`src/rtl/neuron_pu_stream.sv`:
```
// neuron_pu_stream: one neuron, LANES-wide sign-magnitude multiply-accumulate
// per beat, bias on the first beat, rescale/saturate to W-bit sign-magnitude.
// Optional macro PU_RELU_EN: clamp negative results to zero (ReLU).
module neuron_pu_stream #(
  parameter int W     = 8,
  parameter int LANES = 8,
  parameter int GUARD = 6
) (
  input  logic               clk,
  input  logic               rst_n,
  input  logic               in_valid,
  output logic               in_ready,
  input  logic               in_first,
  input  logic               in_last,
  input  logic [LANES*W-1:0] x,
  input  logic [LANES*W-1:0] w,
  input  logic [W-1:0]       bias,
  output logic               out_valid,
  input  logic               out_ready,
  output logic [W-1:0]       out_data,
  output logic               err
);

  localparam int MAG_W  = W - 1;
  localparam int PROD_W = 2 * MAG_W;
  localparam int ACC_W  = PROD_W + 1 + $clog2(LANES) + GUARD;

  localparam logic signed [ACC_W:0]   SAT_POS = {2'b00, {(ACC_W-1){1'b1}}};
  localparam logic signed [ACC_W:0]   SAT_NEG = -SAT_POS;
  localparam logic signed [ACC_W-1:0] Q_POS   = {{(ACC_W-MAG_W){1'b0}}, {MAG_W{1'b1}}};
  localparam logic signed [ACC_W-1:0] Q_NEG   = -Q_POS;

  typedef enum logic [1:0] {IDLE, ACC, HOLD} state_t;

  state_t               state_q, state_d;
  logic signed [ACC_W-1:0] acc_q, acc_d;
  logic                 out_valid_q, out_valid_d;
  logic [W-1:0]         out_data_q, out_data_d;
  logic                 err_q, err_d;
  logic                 in_ready_q, in_ready_d;

  logic signed [ACC_W-1:0] prod [LANES];
  logic signed [ACC_W-1:0] beat_sum;
  logic signed [ACC_W-1:0] bias_ext;
  logic signed [ACC_W-1:0] base;
  logic signed [ACC_W:0]   sum_wide;
  logic signed [ACC_W-1:0] acc_next;
  logic signed [ACC_W-1:0] q;
  logic signed [ACC_W-1:0] neg_q;
  logic [W-1:0]            res_sm;
  logic                    accept;

  assign accept    = in_valid && in_ready_q;
  assign in_ready  = in_ready_q;
  assign out_valid = out_valid_q;
  assign out_data  = out_data_q;
  assign err       = err_q;

  // Per-lane signed product; zero magnitude always yields +0.
  for (genvar gi = 0; gi < LANES; gi++) begin : g_lane
    logic [PROD_W-1:0] mag;
    logic              neg;
    logic [ACC_W-1:0]  ext;
    assign mag = {{MAG_W{1'b0}}, x[gi*W +: MAG_W]} * {{MAG_W{1'b0}}, w[gi*W +: MAG_W]};
    assign neg = x[gi*W + MAG_W] ^ w[gi*W + MAG_W];
    assign ext = {{(ACC_W-PROD_W){1'b0}}, mag};
    assign prod[gi] = (neg && (mag != '0)) ? -$signed(ext) : $signed(ext);
  end

  // Beat sum, bias alignment, saturating accumulate and output rescale.
  always_comb begin
    beat_sum = '0;
    for (int k = 0; k < LANES; k++) begin
      beat_sum = beat_sum + prod[k];
    end
    bias_ext = {{(ACC_W-PROD_W){1'b0}}, bias[MAG_W-1:0], {MAG_W{1'b0}}};
    if (bias[W-1]) bias_ext = -bias_ext;
    base = ((state_q == IDLE) || in_first) ? bias_ext : acc_q;
    sum_wide = {base[ACC_W-1], base} + {beat_sum[ACC_W-1], beat_sum};
    if (sum_wide > SAT_POS)      acc_next = SAT_POS[ACC_W-1:0];
    else if (sum_wide < SAT_NEG) acc_next = SAT_NEG[ACC_W-1:0];
    else                         acc_next = sum_wide[ACC_W-1:0];
    // Arithmetic shift floors toward minus infinity, then clip to W-bit range.
    q     = acc_next >>> MAG_W;
    neg_q = -q;
    if (q > Q_POS)      res_sm = {1'b0, {MAG_W{1'b1}}};
    else if (q < Q_NEG) res_sm = {1'b1, {MAG_W{1'b1}}};
    else if (q < 0)     res_sm = {1'b1, neg_q[MAG_W-1:0]};
    else                res_sm = {1'b0, q[MAG_W-1:0]};
`ifdef PU_RELU_EN
    if (res_sm[W-1]) res_sm = '0;
`endif
  end

  // Next-state logic for the IDLE/ACC/HOLD handshake FSM.
  always_comb begin
    state_d     = state_q;
    acc_d       = acc_q;
    out_valid_d = out_valid_q;
    out_data_d  = out_data_q;
    err_d       = 1'b0;
    case (state_q)
      IDLE, ACC: begin
        if (accept) begin
          // A missing first in IDLE or a surprise first in ACC is a framing error.
          err_d = (state_q == IDLE) ? !in_first : in_first;
          if (in_last) begin
            state_d     = HOLD;
            acc_d       = '0;
            out_valid_d = 1'b1;
            out_data_d  = res_sm;
          end else begin
            state_d = ACC;
            acc_d   = acc_next;
          end
        end
      end
      HOLD: begin
        if (out_ready) begin
          out_valid_d = 1'b0;
          state_d     = IDLE;
        end
      end
      default: state_d = IDLE;
    endcase
    in_ready_d = (state_d != HOLD);
  end

  // State and registered outputs; reset discards partial sums and held results.
  always_ff @(posedge clk or negedge rst_n) begin
    if (!rst_n) begin
      state_q     <= IDLE;
      acc_q       <= '0;
      out_valid_q <= 1'b0;
      out_data_q  <= '0;
      err_q       <= 1'b0;
      in_ready_q  <= 1'b0;
    end else begin
      state_q     <= state_d;
      acc_q       <= acc_d;
      out_valid_q <= out_valid_d;
      out_data_q  <= out_data_d;
      err_q       <= err_d;
      in_ready_q  <= in_ready_d;
    end
  end

endmodule

```
`config.mk`:
```
export PLATFORM = sky130hd
export DESIGN_NAME = neuron_pu_stream
export DESIGN_NICKNAME = d
export VERILOG_FILES = /design/src/rtl/neuron_pu_stream.sv
export SDC_FILE = /design/constraint.sdc
export NUM_CORES = 1
export LEC_CHECK = 0
export BUFFER_PORTS_ARGS = -buffer_cell sky130_fd_sc_hd__buf_2
export CAP_MARGIN = 20
export CORE_MARGIN = 2
export CORE_UTILIZATION = 40
export DETAILED_ROUTE_END_ITERATION = 16
export PLACE_DENSITY_LB_ADDON = 0.05
export SKIP_CTS_REPAIR_TIMING = 1
export SLEW_MARGIN = 10
export SYNTH_ARGS = -nofsm -noshare
export SYNTH_HDL_FRONTEND = slang
export SYNTH_SLANG_ARGS = --single-unit
```
`constraint.sdc`:
```
create_clock -name clk -period 6 [get_ports clk]
set_input_delay 0.9 -clock clk [delete_from_list [all_inputs] [get_ports clk]]
set_output_delay 0.9 -clock clk [all_outputs]
set_load 0.01 [all_outputs]
```
### Word level (Yosys, flattened, before mapping)

Cells that the tools add are included.

| operators by class | value |
|---|---|
| bitwise operators | 8 |
| equal/unequal tests | 6 |
| reduce and logical (&&, ||, !) cells | 25 |
| $mul | 8 |
| $add $sub $neg | 18 |
| multiplexer cells | 27 |
| magnitude comparators | 5 |

Operators with widths:

| kind | number |
|---|---|
| $mux 24 | 13 |
| $neg 14->24 | 9 |
| $add 24x24->24 | 7 |
| $mul 7x7->14 | 8 |
| $reduce_bool 14->1 | 8 |
| $add 24x24->25 | 1 |
| $gt 25x24->1 const B | 1 |
| $lt 25x24->1 const B | 1 |
| $mux 8 | 3 |
| $gt 17x8->1 const B | 1 |
| $lt 17x1->1 const B | 1 |
| $lt 17x8->1 const B | 1 |
| $logic_and 1x1->1 | 9 |
| $ne 2x2->1 const B | 4 |
| $xor 1x1->1 | 8 |
| $neg 7->7 | 1 |
| $mux 1 | 6 |
| $mux 2 | 3 |
| $pmux 2 s2 | 1 |
| $reduce_and 4->1 | 1 |
| $reduce_and 3->1 | 1 |
| $eq 2x1->1 const B | 1 |
| $eq 2x2->1 const B | 1 |
| $logic_not 2->1 | 1 |
| other kinds (6) | 6 |

| word-level totals | value |
|---|---|
| output and inout bits | 11 |
| register bits | 37 |

### Depth between registers and ports, before layout

| depth | value |
|---|---|
| word-level depth | 19 |
| depth in mapped cells | 54 |

### Worst setup path after synthesis

OpenSTA, ideal clock, no wires.

| path | value |
|---|---|
| path kind | input-to-reg |
| start point | input x[51] |
| end point | register out_data_q[7] (netlist: out_data[7]) |
| slack | -6.902 ns |
| data arrival time | 12.778 ns |
| cell stages on the path | 51 |
| buffers on the path | 3 |
| path through | and2_1 > fa_1 > inv_1 > fa_1 > inv_1 > fa_1 > inv_1 > fa_1 > inv_1 > ha_1 > or3_1 > a211oi_1 > nand2b_1 > or3_1 > buf_2 > o31ai_4 > mux2_2 > fa_1 > [... 15 more ...] > a41o_1 > a21oi_1 > xnor2_1 > ha_1 > clkbuf_1 > nor2_1 > mux2_2 > a311oi_1 > inv_1 > or3_1 > buf_6 > maj3_2 > ha_1 > nor4_1 > nand3_1 > o211ai_2 > a21oi_1 > mux2_2 |

| between the ends | value |
|---|---|
| word-level cells in the longest chain between the ends | 14 |

RTL lines:

| element | line | RTL |
|---|---|---|
| start: declaration | 15 | `input logic [LANES*W-1:0] x,` |
| $mul 7x7->14 * | 64 | `assign mag = {{MAG_W{1'b0}}, x[gi*W +: MAG_W]} * {{MAG_W{1'b0}}, w[gi*W +: MAG_W]};` |
| branches (longest 2 deep; another with $neg 14->24) | n/a |  |
| $mux 24 * | 67 | `assign prod[gi] = (neg && (mag != '0)) ? -$signed(ext) : $signed(ext);` |
| $add 24x24->24 * (2 in a row) | 74 | `beat_sum = beat_sum + prod[k];` |
| $add 24x24->25 * | 79 | `sum_wide = {base[ACC_W-1], base} + {beat_sum[ACC_W-1], beat_sum};` |
| $lt 25x24->1 | 81 | `else if (sum_wide < SAT_NEG) acc_next = SAT_NEG[ACC_W-1:0];` |
| $mux 24 | 81 |  |
| $mux 24 * | 80 | `if (sum_wide > SAT_POS) acc_next = SAT_POS[ACC_W-1:0];` |
| $lt 17x1->1 | 88 | `else if (q < 0) res_sm = {1'b1, neg_q[MAG_W-1:0]};` |
| $mux 8 | 88 |  |
| $mux 8 | 87 | `else if (q < Q_NEG) res_sm = {1'b1, {MAG_W{1'b1}}};` |
| $mux 8 * | 86 | `if (q > Q_POS) res_sm = {1'b0, {MAG_W{1'b1}}};` |
| end signal: assignment | 142 | `out_data_q <= out_data_d;` |
| end: declaration | 38 | `logic [W-1:0] out_data_q, out_data_d;` |

Mark *: on every way between the ends.
A chain may end at the register's enable or synchronous reset.

### Worst setup path after layout

| path | value |
|---|---|
| start point | input x[61] |
| end point | register out_data_q[7] (netlist: out_data[7]) |

| between the ends | value |
|---|---|
| word-level cells in the longest chain between the ends | 13 |

RTL lines:

| element | line |
|---|---|
| $mul 7x7->14 * | 64 |
| branches (longest 2 deep; another with $neg 14->24) | n/a |
| $mux 24 * | 67 |
| $add 24x24->24 * | 74 |
| $add 24x24->25 * | 79 |
| $lt 25x24->1 | 81 |
| $mux 24 | 81 |
| $mux 24 * | 80 |
| $lt 17x1->1 | 88 |
| $mux 8 | 88 |
| $mux 8 | 87 |
| $mux 8 * | 86 |

Marked as above.

==> impl_results.md <==
* Status: complete, but fails checks
* Failing checks: negative setup slack
* Final setup fails at 32
* Layout area overhead at 37.80%
* Multi-input gate area at 21,970 um2
* Routed wl met2 at 34,530 um
* Post-synth top area share at 0.2740
* Kind of critical path: in -> reg
* Largest net degree at the start of global routing at 38
* Clk sink count at 37
* RSZ-0062 raised after global routing: yes
* Crit share post-route at 2.023
* Final hold vios at 0
* Total Routing Usage GR at 0.2265
* Routed wl met3 at 2553 um
* Worst path most repeated cell: fa_1
* Worst-path fanout max at 6
* Top Ports at 153
* Register area at 925.9 um2
* Vias in the first global route at 23,660
* Ant. Diodes at 0
* CP startpoint kind: primary input
* DRT Wirelength at 69,310 um
* Async set-reset flop share out of synthesis at 1.000
* Max frequency at 0.08240 GHz
* Final WS setup at -6.136 ns
* Fillers at 5,514
* Min Hold Slack at 0.4949 ns
* R2r setup slk at 0.95 ns
* Die area at 61,510 um2
* Top cells by area, synth: fa_1, ha_1, inv_1
* Worst-Margin Slew at 0.9479 ns
* 1st-pass router iterations at 6
* Most frequent cells in the layout: buf_4, inv_1, fa_1
* WP data arrival at 12.31 ns
* Fin Setup TNS at -183.33 ns
* Antenna Nets Post-Route at 0
* Latest clock arrival within the worst-skew pair at 0.29 ns
* Slew Viols, Final at 0
* Clock-pin slew on the worst setup and hold paths at 0.06 ns
* Via density per instance at 4.941
* Post-synthesis sequential area ratio at 0.03888
* Clock buffer count from CTS at 5
* Worst path depth at 50
* Cell Rows at 89
* Crit path max-delay family: adder cells
* Number of distinct library cells after synthesis at 97
* Crit-path max cell delay at 0.57 ns
* Fin nets at 4,584
* Clock Tree Root: clkbuf_16
* H-tree depth at 2
* Worst Setup SP: x[61]
* Core Area at 58,910 um2
* Max Used Layer: met4
* Vias at 22,590
* Yosys reg bits at 37
* DR DRC count at 0
* Met1 wire length at 31,150 um
* Area leader, netlist: fa_1
* Placer Congestion at 0.9372
* Post-synth EDFFs at 0
* Initial Util at 0.4043
* Buffers on Ports at 152
* Ys flop type: dfrtp_1
* Post-Syn Instances at 2,863
* Post-route minimum period at 12.14 ns
* WL/cell at 15.16 um
* Critical Path End: out_data[7]$_DFFE_PN0P_
* Reg-to-Reg End: out_data[7]$_DFFE_PN0P_
* Worst-case clock buffer depth at 2
* Design area at 32,820 um2
* Relative slew slack at 0.3681
* Final Core Density at 0.5571
* Max-cap viol count at 0
* Syn_nets at 3,649
* Reg2Reg Depth at 19
* Die height at 248.0 um
* Iter 0 DRT Violations at 995
* Worst R2R Start: state_q[1]$_DFF_PN0_
* Crit path buf inv count at 9
* Clock Skews at 0.008931 ns
* Hold/Removal Path Class: reg -> reg
* Initial antenna violation count at 0
* DP Wirelength at 61,120 um
* CTS tree: done
* Global route total overflow at 0
* Share of layout cells above drive strength 1 at 0.3251
* Post-Syn Area per Cell at 8.319 um2
* Critical Path RT at 6.17 ns
* Slowest stage cell, crit path: fa_2
* Commonest non-fill, non-tap cell in the layout: buf_4
* First-pass GRT wire length at 114,300 um
* Post-Syn Area at 23,820 um2
* Die width at 248.0 um
* Syn. warnings at 0
* Area of placed instances at 31,700 um2
* Crit. End Element: register
Yosys cell counts, types with 11 or more instances:
cell and instances:
and2_1 276, nand2b_1 21, or2_2 18, xnor2_1 139, a211oi_1 30, o21a_1 16, xor2_1 61, o21ai_1 15
o31ai_1 18, nor3b_1 12, a31oi_1 12, ha_1 318, o21ai_0 115, clkbuf_1 15, a21oi_1 111, dfrtp_1 37
or3_1 14, fa_1 326, a221o_1 11, a21o_1 37, nor2b_1 30, nand3_1 46, a211o_1 14, a21oi_2 14
mux2i_1 11, and3_1 21, inv_1 489, nand2_1 228, o211ai_1 16, nor2_1 155, nor3_1 60
cells by family after synthesis:
| group | Yosys count | share of synthesized area |
|---|---|---|
| AND/OR/NAND/NOR | 927 | 0.2033 |
| buffers and inverters | 517 | 0.08337 |
| multiplexers | 16 | 0.006987 |
| flip-flops | 37 | 0.03888 |
| AO/OA/AOI/OAI | 519 | 0.1512 |
| XOR/XNOR | 201 | 0.07423 |
| adder cells (fa/ha/maj) | 646 | 0.4420 |
final cells by class:
| cell class | count | area share |
|---|---|---|
| Timing Repair Buffer | 955 | 0.2108 |
| Inverter | 490 | 0.05627 |
| Sequential cell | 37 | 0.02821 |
| Clock buffer | 5 | 0.003812 |
| Clock inverter | 3 | 0.002097 |
| Tap cell | 773 | 0.02947 |
| Multi-Input combinational cell | 2309 | 0.6693 |
through the flow:
stage | setup slack, ns | std cells
after CTS | -6.486 | 4548
after floorplan | -6.065 | 2863
after detailed placement | -6.754 | 4540
final | -6.136 | 4572
after global routing | -6.586 | 4572
after global placement | -6.625 | 4540
layer usage:
layer,global-route usage,vias up
li1,-,11320
met1,0.2981,10890
met2,0.4050,321
met3,0.02661,62
met4,0.03399,0
met5,0,-
worst min path at each step:
stage,start,to,cells after the start
2_1_floorplan,acc_q[5]$_DFFE_PN0P_,acc_q[5]$_DFFE_PN0P_,1
3_3_place_gp,state_q[1]$_DFF_PN0_,state_q[0]$_DFF_PN0_,1
3_5_place_dp,acc_q[16]$_DFFE_PN0P_,acc_q[16]$_DFFE_PN0P_,1
4_1_cts,acc_q[16]$_DFFE_PN0P_,acc_q[16]$_DFFE_PN0P_,1
5_1_grt,acc_q[16]$_DFFE_PN0P_,acc_q[16]$_DFFE_PN0P_,1
6_report,acc_q[16]$_DFFE_PN0P_,acc_q[16]$_DFFE_PN0P_,1
flip-flops by register name, summed over array words and instances (netlist names):
name / cells
acc_q: 24
out_data: 8
state_q: 2
err: 1
in_ready: 1
out_valid: 1
Power is not shown: default switching activity piles up to over one toggle a cycle in this logic, so the estimate is an artifact.
